`src/rtl/wb_arbiter_if.sv`:
```
// Writeback bus between the two writeback sources, the arbiter and the register file write port.
// The conflict_cnt signal exists only when WB_ARBITER_STATS_EN is defined.
interface wb_arbiter_if #(
    parameter int DATA_W = 64,
    parameter int ADDR_W = 5
);
    logic              req0_valid;
    logic [ADDR_W-1:0] req0_addr;
    logic [DATA_W-1:0] req0_data;
    logic              req0_ready;
    logic              req1_valid;
    logic [ADDR_W-1:0] req1_addr;
    logic [DATA_W-1:0] req1_data;
    logic              req1_ready;
    logic              wr_stall;
    logic              wr_en;
    logic [ADDR_W-1:0] wr_addr;
    logic [DATA_W-1:0] wr_data;
`ifdef WB_ARBITER_STATS_EN
    logic [15:0]       conflict_cnt;
`endif

    modport slave (
`ifdef WB_ARBITER_STATS_EN
        output conflict_cnt,
`endif
        input  req0_valid, req0_addr, req0_data,
        output req0_ready,
        input  req1_valid, req1_addr, req1_data,
        output req1_ready,
        input  wr_stall,
        output wr_en, wr_addr, wr_data
    );

    modport master (
`ifdef WB_ARBITER_STATS_EN
        input  conflict_cnt,
`endif
        output req0_valid, req0_addr, req0_data,
        input  req0_ready,
        output req1_valid, req1_addr, req1_data,
        input  req1_ready,
        output wr_stall,
        input  wr_en, wr_addr, wr_data
    );
endinterface

```
`src/rtl/wb_arbiter.sv`:
```
// Round-robin arbiter sharing the register file write port between ALU and load writeback.
// Define WB_ARBITER_STATS_EN to add the saturating conflict_cnt output.
module wb_arbiter #(
    parameter int DATA_W = 64,
    parameter int ADDR_W = 5
) (
    input  logic         clk,
    input  logic         rst_n,
    wb_arbiter_if.slave  bus
);

    typedef enum logic {
        PRIO_REQ0 = 1'b0,
        PRIO_REQ1 = 1'b1
    } prio_e;

    prio_e             prio_q, prio_d;
    logic              grant0, grant1;
    logic              wr_en_q, wr_en_d;
    logic [ADDR_W-1:0] wr_addr_q, wr_addr_d;
    logic [DATA_W-1:0] wr_data_q, wr_data_d;

    // Grants are gated by rst_n so both readies drop the moment reset asserts.
    always_comb begin
        // NOTE: every combinational output gets a default first, so no path can infer a latch.
        grant0 = 1'b0;
        grant1 = 1'b0;
        if (rst_n && !bus.wr_stall) begin
            if (bus.req0_valid && bus.req1_valid) begin
                grant0 = (prio_q == PRIO_REQ0);
                grant1 = (prio_q == PRIO_REQ1);
            end else begin
                grant0 = bus.req0_valid;
                grant1 = bus.req1_valid;
            end
        end
    end

    always_comb begin
        prio_d    = prio_q;
        wr_en_d   = 1'b0;
        wr_addr_d = wr_addr_q;
        wr_data_d = wr_data_q;
        // Writes to x0 are accepted and captured, but never strobed into the register file.
        if (grant0) begin
            prio_d    = PRIO_REQ1;
            wr_en_d   = (bus.req0_addr != '0);
            wr_addr_d = bus.req0_addr;
            wr_data_d = bus.req0_data;
        end else if (grant1) begin
            prio_d    = PRIO_REQ0;
            wr_en_d   = (bus.req1_addr != '0);
            wr_addr_d = bus.req1_addr;
            wr_data_d = bus.req1_data;
        end
    end

    always_ff @(posedge clk or negedge rst_n) begin
        if (!rst_n) begin
            prio_q    <= PRIO_REQ0;
            wr_en_q   <= 1'b0;
            wr_addr_q <= '0;
            wr_data_q <= '0;
        end else begin
            // NOTE: non-blocking assignments so every register samples the pre-edge values.
            prio_q    <= prio_d;
            wr_en_q   <= wr_en_d;
            wr_addr_q <= wr_addr_d;
            wr_data_q <= wr_data_d;
        end
    end

    assign bus.req0_ready = grant0;
    assign bus.req1_ready = grant1;
    assign bus.wr_en      = wr_en_q;
    assign bus.wr_addr    = wr_addr_q;
    assign bus.wr_data    = wr_data_q;

`ifdef WB_ARBITER_STATS_EN
    logic [15:0] conflict_cnt_q, conflict_cnt_d;

    always_comb begin
        conflict_cnt_d = conflict_cnt_q;
        if (bus.req0_valid && bus.req1_valid && !bus.wr_stall && conflict_cnt_q != 16'hFFFF) begin
            conflict_cnt_d = conflict_cnt_q + 16'd1;
        end
    end

    always_ff @(posedge clk or negedge rst_n) begin
        if (!rst_n) begin
            conflict_cnt_q <= '0;
        end else begin
            conflict_cnt_q <= conflict_cnt_d;
        end
    end

    assign bus.conflict_cnt = conflict_cnt_q;
`endif

endmodule
```
`src/flat_wrapper.sv`:
```
// flat-port wrapper written by rule: the top's interface ports become plain ports
module wb_arbiter_flat 
#(
    parameter int DATA_W = 64,
    parameter int ADDR_W = 5
)
  (clk, rst_n, bus_req0_valid, bus_req0_addr, bus_req0_data, bus_req0_ready, bus_req1_valid, bus_req1_addr, bus_req1_data, bus_req1_ready, bus_wr_stall, bus_wr_en, bus_wr_addr, bus_wr_data);
  wb_arbiter_if #(.DATA_W(DATA_W), .ADDR_W(ADDR_W)) bus_i ();
  input  logic clk;
  input  logic rst_n;
  input wire logic [$bits(bus_i.req0_valid)-1:0] bus_req0_valid;
  input wire logic [$bits(bus_i.req0_addr)-1:0] bus_req0_addr;
  input wire logic [$bits(bus_i.req0_data)-1:0] bus_req0_data;
  output wire logic [$bits(bus_i.req0_ready)-1:0] bus_req0_ready;
  input wire logic [$bits(bus_i.req1_valid)-1:0] bus_req1_valid;
  input wire logic [$bits(bus_i.req1_addr)-1:0] bus_req1_addr;
  input wire logic [$bits(bus_i.req1_data)-1:0] bus_req1_data;
  output wire logic [$bits(bus_i.req1_ready)-1:0] bus_req1_ready;
  input wire logic [$bits(bus_i.wr_stall)-1:0] bus_wr_stall;
  output wire logic [$bits(bus_i.wr_en)-1:0] bus_wr_en;
  output wire logic [$bits(bus_i.wr_addr)-1:0] bus_wr_addr;
  output wire logic [$bits(bus_i.wr_data)-1:0] bus_wr_data;
  assign bus_i.req0_valid = bus_req0_valid;
  assign bus_i.req0_addr = bus_req0_addr;
  assign bus_i.req0_data = bus_req0_data;
  assign bus_req0_ready = bus_i.req0_ready;
  assign bus_i.req1_valid = bus_req1_valid;
  assign bus_i.req1_addr = bus_req1_addr;
  assign bus_i.req1_data = bus_req1_data;
  assign bus_req1_ready = bus_i.req1_ready;
  assign bus_i.wr_stall = bus_wr_stall;
  assign bus_wr_en = bus_i.wr_en;
  assign bus_wr_addr = bus_i.wr_addr;
  assign bus_wr_data = bus_i.wr_data;
  wb_arbiter #(.DATA_W(DATA_W), .ADDR_W(ADDR_W)) u_core (.clk(clk), .rst_n(rst_n), .bus(bus_i));
endmodule
```
`config.mk`:
```
export PLATFORM = sky130hd
export DESIGN_NAME = wb_arbiter_flat
export DESIGN_NICKNAME = d
export VERILOG_FILES = /design/src/rtl/wb_arbiter_if.sv /design/src/rtl/wb_arbiter.sv /design/src/flat_wrapper.sv
export SDC_FILE = /design/constraint.sdc
export NUM_CORES = 1
export LEC_CHECK = 0
export CAP_MARGIN = 20
export CORE_MARGIN = 10
export CORE_UTILIZATION = 39
export DETAILED_ROUTE_END_ITERATION = 8
export PLACE_DENSITY = 0.91
export SYNTH_ARGS = -nofsm -noshare
export SYNTH_HDL_FRONTEND = slang
export SYNTH_SLANG_ARGS = --single-unit
```
`constraint.sdc`:
```
create_clock -name clk -period 1.4 [get_ports clk]
set_input_delay 0.21 -clock clk [delete_from_list [all_inputs] [get_ports clk]]
set_output_delay 0.21 -clock clk [all_outputs]
set_load 0.005 [all_outputs]
```
* Word level (Yosys, flattened, before mapping) *
Index checks and enable logic that the tools add are counted.

operators by class
  multiplexer cells = 12
  bitwise operators = 1
  reduce and logical (&&, ||, !) cells = 6

operators with widths
  operator            number
  64-bit two-way mux  2
  5-bit two-way mux   2
  5-bit nonzero test  2
  1-bit two-way mux   8
  1-bit logical AND   2
  2-bit nonzero test  1
  1-bit logical NOT   1
  1-bit NOT           1

word-level totals
  register bits after elaboration = 71

* Logic depth before layout (Yosys ltp) *
  depth after elaboration = 5
  gate-level depth with buffers = 5

* Worst setup path before layout *
OpenSTA, ideal clock, no wires.

  kind = reg2reg
  from = register u_core.prio_q
  to = register u_core.wr_data_q[39], in the netlist u_core.bus.wr_data[39]
  setup time = 0.134 ns
  arrival time = 1.048 ns
  path slack = 0.217 ns
  cell stages (with the launch flop) = 5
  buffers on the path = 2
  cells stage by stage = dfrtp_1 buf_2 clkbuf_1 o2111ai_1 o211ai_2

on the way
  cells in the longest elaborated chain, start to end = 4

RTL lines
  what                                                             line              source
  start: declaration                                               wb_arbiter.sv:17  prio_e prio_q, prio_d;
  start signal: assignment                                         wb_arbiter.sv:66  prio_q <= prio_d;
  1-bit NOT                                                        wb_arbiter.sv:30  grant0 = (prio_q == PRIO_REQ0);
  1-bit two-way mux                                                wb_arbiter.sv:29  if (bus.req0_valid && bus.req1_valid) begin
  1-bit two-way mux                                                wb_arbiter.sv:28  if (rst_n && !bus.wr_stall) begin
  64-bit two-way mux / 2-bit nonzero test (equally long branches)  -
  end signal: assignment                                           wb_arbiter.sv:69  wr_data_q <= wr_data_d;
  end: declaration                                                 wb_arbiter.sv:21  logic [DATA_W-1:0] wr_data_q, wr_data_d;

Parallel ways exist; a longest one is shown, timed or not.
A chain may end at the register's enable or synchronous reset.

* Worst setup path after layout *
  from = register u_core.prio_q
  to = register u_core.wr_data_q[58], in the netlist u_core.bus.wr_data[58]

The elaborated chain is that of the path after synthesis.

==> results.md <==
- Pwr dens: 1040 nW/um2
- Hold Crit Class: in2reg
- Cells after Synth: 405
- Comb pwr share: 30.6%
- Max Slew Vio Count: 0
- ANT nets after route: 0
- Final Util: 66.3%
- Starting Density: 39.9%
- Core region area: 9730 um2
- Largest net degree at the start of global routing: 66
- Sequential fraction of the synthesis area: 45.8%
- Vias in the first global route: 4818
- DR WL/cell: 21.0 um
- Slowest cell on the critical path: dfrtp_2
- FF+latch count, synth: 71
- Setup CP Type: reg2reg
- Worst-path clk slew: 80 ps
- Vias: 4360
- Share of flip-flops with an asynchronous set or reset: 100%
- Most used DFF post-synth: dfrtp_1
- Worst setup SP type: flop
- CP most frequent cell: buf_4
- Sw Share: 28.8%
- CTS sink cnt: 71
- Post-synth EDFFs: 0
- Synth top area share: 45.8%
- Proportion of layout cells with a drive suffix above 1: 12.0%
- Net Count, Synth: 548
- TritonCTS clock tree: yes
- Worst path top cell family by delay: flip-flops
- Place WS: -461 ps
- Chip width: 120 um
- RD Place Congestion: 0.854
- Pint: 0.00476 W
- Ys Warns: 0
- Syn Std Cell Area: 3880 um2
- IO Port Bufs: 214
- Leakage: 2.84 nW
- Flop pwr share: 39.3%
- Max-cap violations: 0
- Antenna cells: 0
- HPWL Detailed: 11.8 mm
- Final hold violations: 0
- First-pass GRT wire length: 25.2 mm
- CTS Buffer Depth: 2
- Placed Area: 6220 um2
- DRC Markers: 0
- WP data arrival: 1560 ps
- Non-Filler Cell Area, Final: 6450 um2
- Clock Skew: 7.99 ps
- Critical path peak fanout: 32
- Status: completed
- Area grow syn2layout: 66.3%
- Final WS setup: 29.2 ps
- Most common cell after layout, fill and taps aside: clkdlybuf4s50_1
- GRT Total Usage: 21.5%
- FP Rows: 36
- Finish-stage setup viols: 0
- Worst-margin pin slew: 689 ps
- Post-layout min period: 1370 ps
- DRT Pass-1 Iters: 5
- Root buffer cell: clkbuf_8
- Distinct cells, synth: 24
- Sw Pwr: 0.00192 W
- FMAX: 729 MHz
- Iteration-0 DRC Markers: 323
- Slowest stage delay, CP: 440 ps
- Largest cells by area after synthesis: dfrtp_1, o2111ai_1, o211ai_1
- Worst Path Buf+Inv: 2
- Grt ovf: 0
- Die Span Y: 120 um
- Leading cell types in the layout, fill and taps excluded: clkdlybuf4s50_1, dlygate4sd2_1, dfrtp_1, inv_1, o2111ai_1
- Worst path required time: 1590 ps
- Initial antenna violation count: 1
- Clk_lat worst skew: 340 ps
- Mean area per synthesized cell: 9.58 um2
- Clock share of power: 30.1%
- H-tree lvl count: 3
- Worst setup EP type: flop
- Die area: 14300 um2
- Routed Wire Length: 15.8 mm
- Maximum vdd ir drop: 0.665 mV
- Nets@finish: 756
- Number of buffers created by CTS: 9
- Top cell type by total area after synthesis: dfrtp_1
- Final worst-path cycle share: 97.9%
- I/O pin count: 215
- Vias per Instance: 5.81
- Worst-path cell chain: buf_4, buf_4, o2111ai_1, o211ai_1
- Relative slew slack: 54.0%
- Unrepaired setup endpoints after global routing: yes
-- registers in the layout, summed over array words and instances, names as in the netlist --
signal / count
u_core.bus.wr_en: 1
u_core.prio_q: 1
u_core.bus.wr_data: 64
u_core.bus.wr_addr: 5
-- power by group through the flow --
stage / registers [W] / clock network [W] / logic (W)
2_1_floorplan: 0.00268 / 0 / 0.000705
4_1_cts: 0.00262 / 0.00206 / 0.00204
3_5_place_dp: 0.00268 / 0 / 0.00227
6_report: 0.00262 / 0.00201 / 0.00205
5_1_grt: 0.00267 / 0.00214 / 0.00222
3_3_place_gp: 0.00265 / 0 / 0.00219
-- cell usage after synthesis (4+ instances only) --
library cell and count:
dfrtp_1 71, buf_4 4, buf_2 12, o21ai_0 56
o211ai_1 55, inv_1 67, o211ai_2 10, o21ai_1 10
nor3b_1 4, o2111ai_1 65, buf_6 5, a221o_1 4
clkbuf_1 28
-- layout make-up --
type | instances | area [um2]
multi-input combinational | 218 | 1650
clock buffer | 10 | 138
timing repair buffer | 246 | 2360
sequential | 71 | 1780
inverter | 67 | 251
tap | 133 | 166
clock inverter | 6 | 108
fill | 811 | 3280
-- repair_timing --
action	in CTS	in global routing
pin swaps	0	1
gates resized for setup	84	6
setup buffers	3	1
hold buffers	1	0
endpoints found under the hold margin	64	0
endpoints found under the setup margin	86	1
-- cell families after synthesis --
logic type	Yosys count	share of synthesized area, %
AO/OA/AOI/OAI	203	38.7
buffers and inverters	116	13.0
flip-flops	71	45.8
AND/OR/NAND/NOR	15	2.52
-- worst paths after layout --
path                                                    from                            endpoint  slack, ps  cells past startpoint
setup / recovery                   u_core.prio_q$_DFFE_PN0P_  u_core.bus.wr_data[58]$_DFFE_PN0P_         30                      4
hold / removal                                bus_req1_valid   u_core.bus.wr_data[6]$_DFFE_PN0P_        400                      4
setup reg to reg                   u_core.prio_q$_DFFE_PN0P_  u_core.bus.wr_data[58]$_DFFE_PN0P_         30                      4
hold reg to reg            u_core.bus.wr_data[5]$_DFFE_PN0P_   u_core.bus.wr_data[5]$_DFFE_PN0P_        520                      2
max in group asynchronous                              rst_n           u_core.prio_q$_DFFE_PN0P_        360                      3
min in group asynchronous                              rst_n   u_core.bus.wr_addr[4]$_DFFE_PN0P_        540                      3
-- per-layer routing --
| metal | part of all wire [%] | up-vias | GRT usage, % |
|---|---|---|---|
| li1 | - | 1957 | - |
| met1 | 36 | 2128 | 22.8 |
| met2 | 52 | 228 | 38.0 |
| met3 | 7.9 | 45 | 6.38 |
| met4 | 4.0 | 2 | 10.9 |
| met5 | 0.082 | - | 0 |
-- worst reg2reg max path: cells and delay by family (launching register included) --
| kind | cells | cell delay [ps] |
|---|---|---|
| DFF | 1 | 440 |
| AOI/OAI and AO/OA | 2 | 410 |
| buffers and inverters | 2 | 380 |
-- stage by stage --
step / total power (W) / hold WS, ps / instances / setup TNS (ps)
2_1_floorplan: 0.00338 / -85.6 / 405 / 0
3_3_place_gp: 0.00484 / 193 / 729 / -45960
3_5_place_dp: 0.00495 / 196 / 730 / -24230
4_1_cts: 0.00672 / 369 / 750 / 0
5_1_grt: 0.00703 / 405 / 751 / -19.1
6_report: 0.00668 / 401 / 751 / 0
Note: power is estimated with default switching activity, not from simulation.
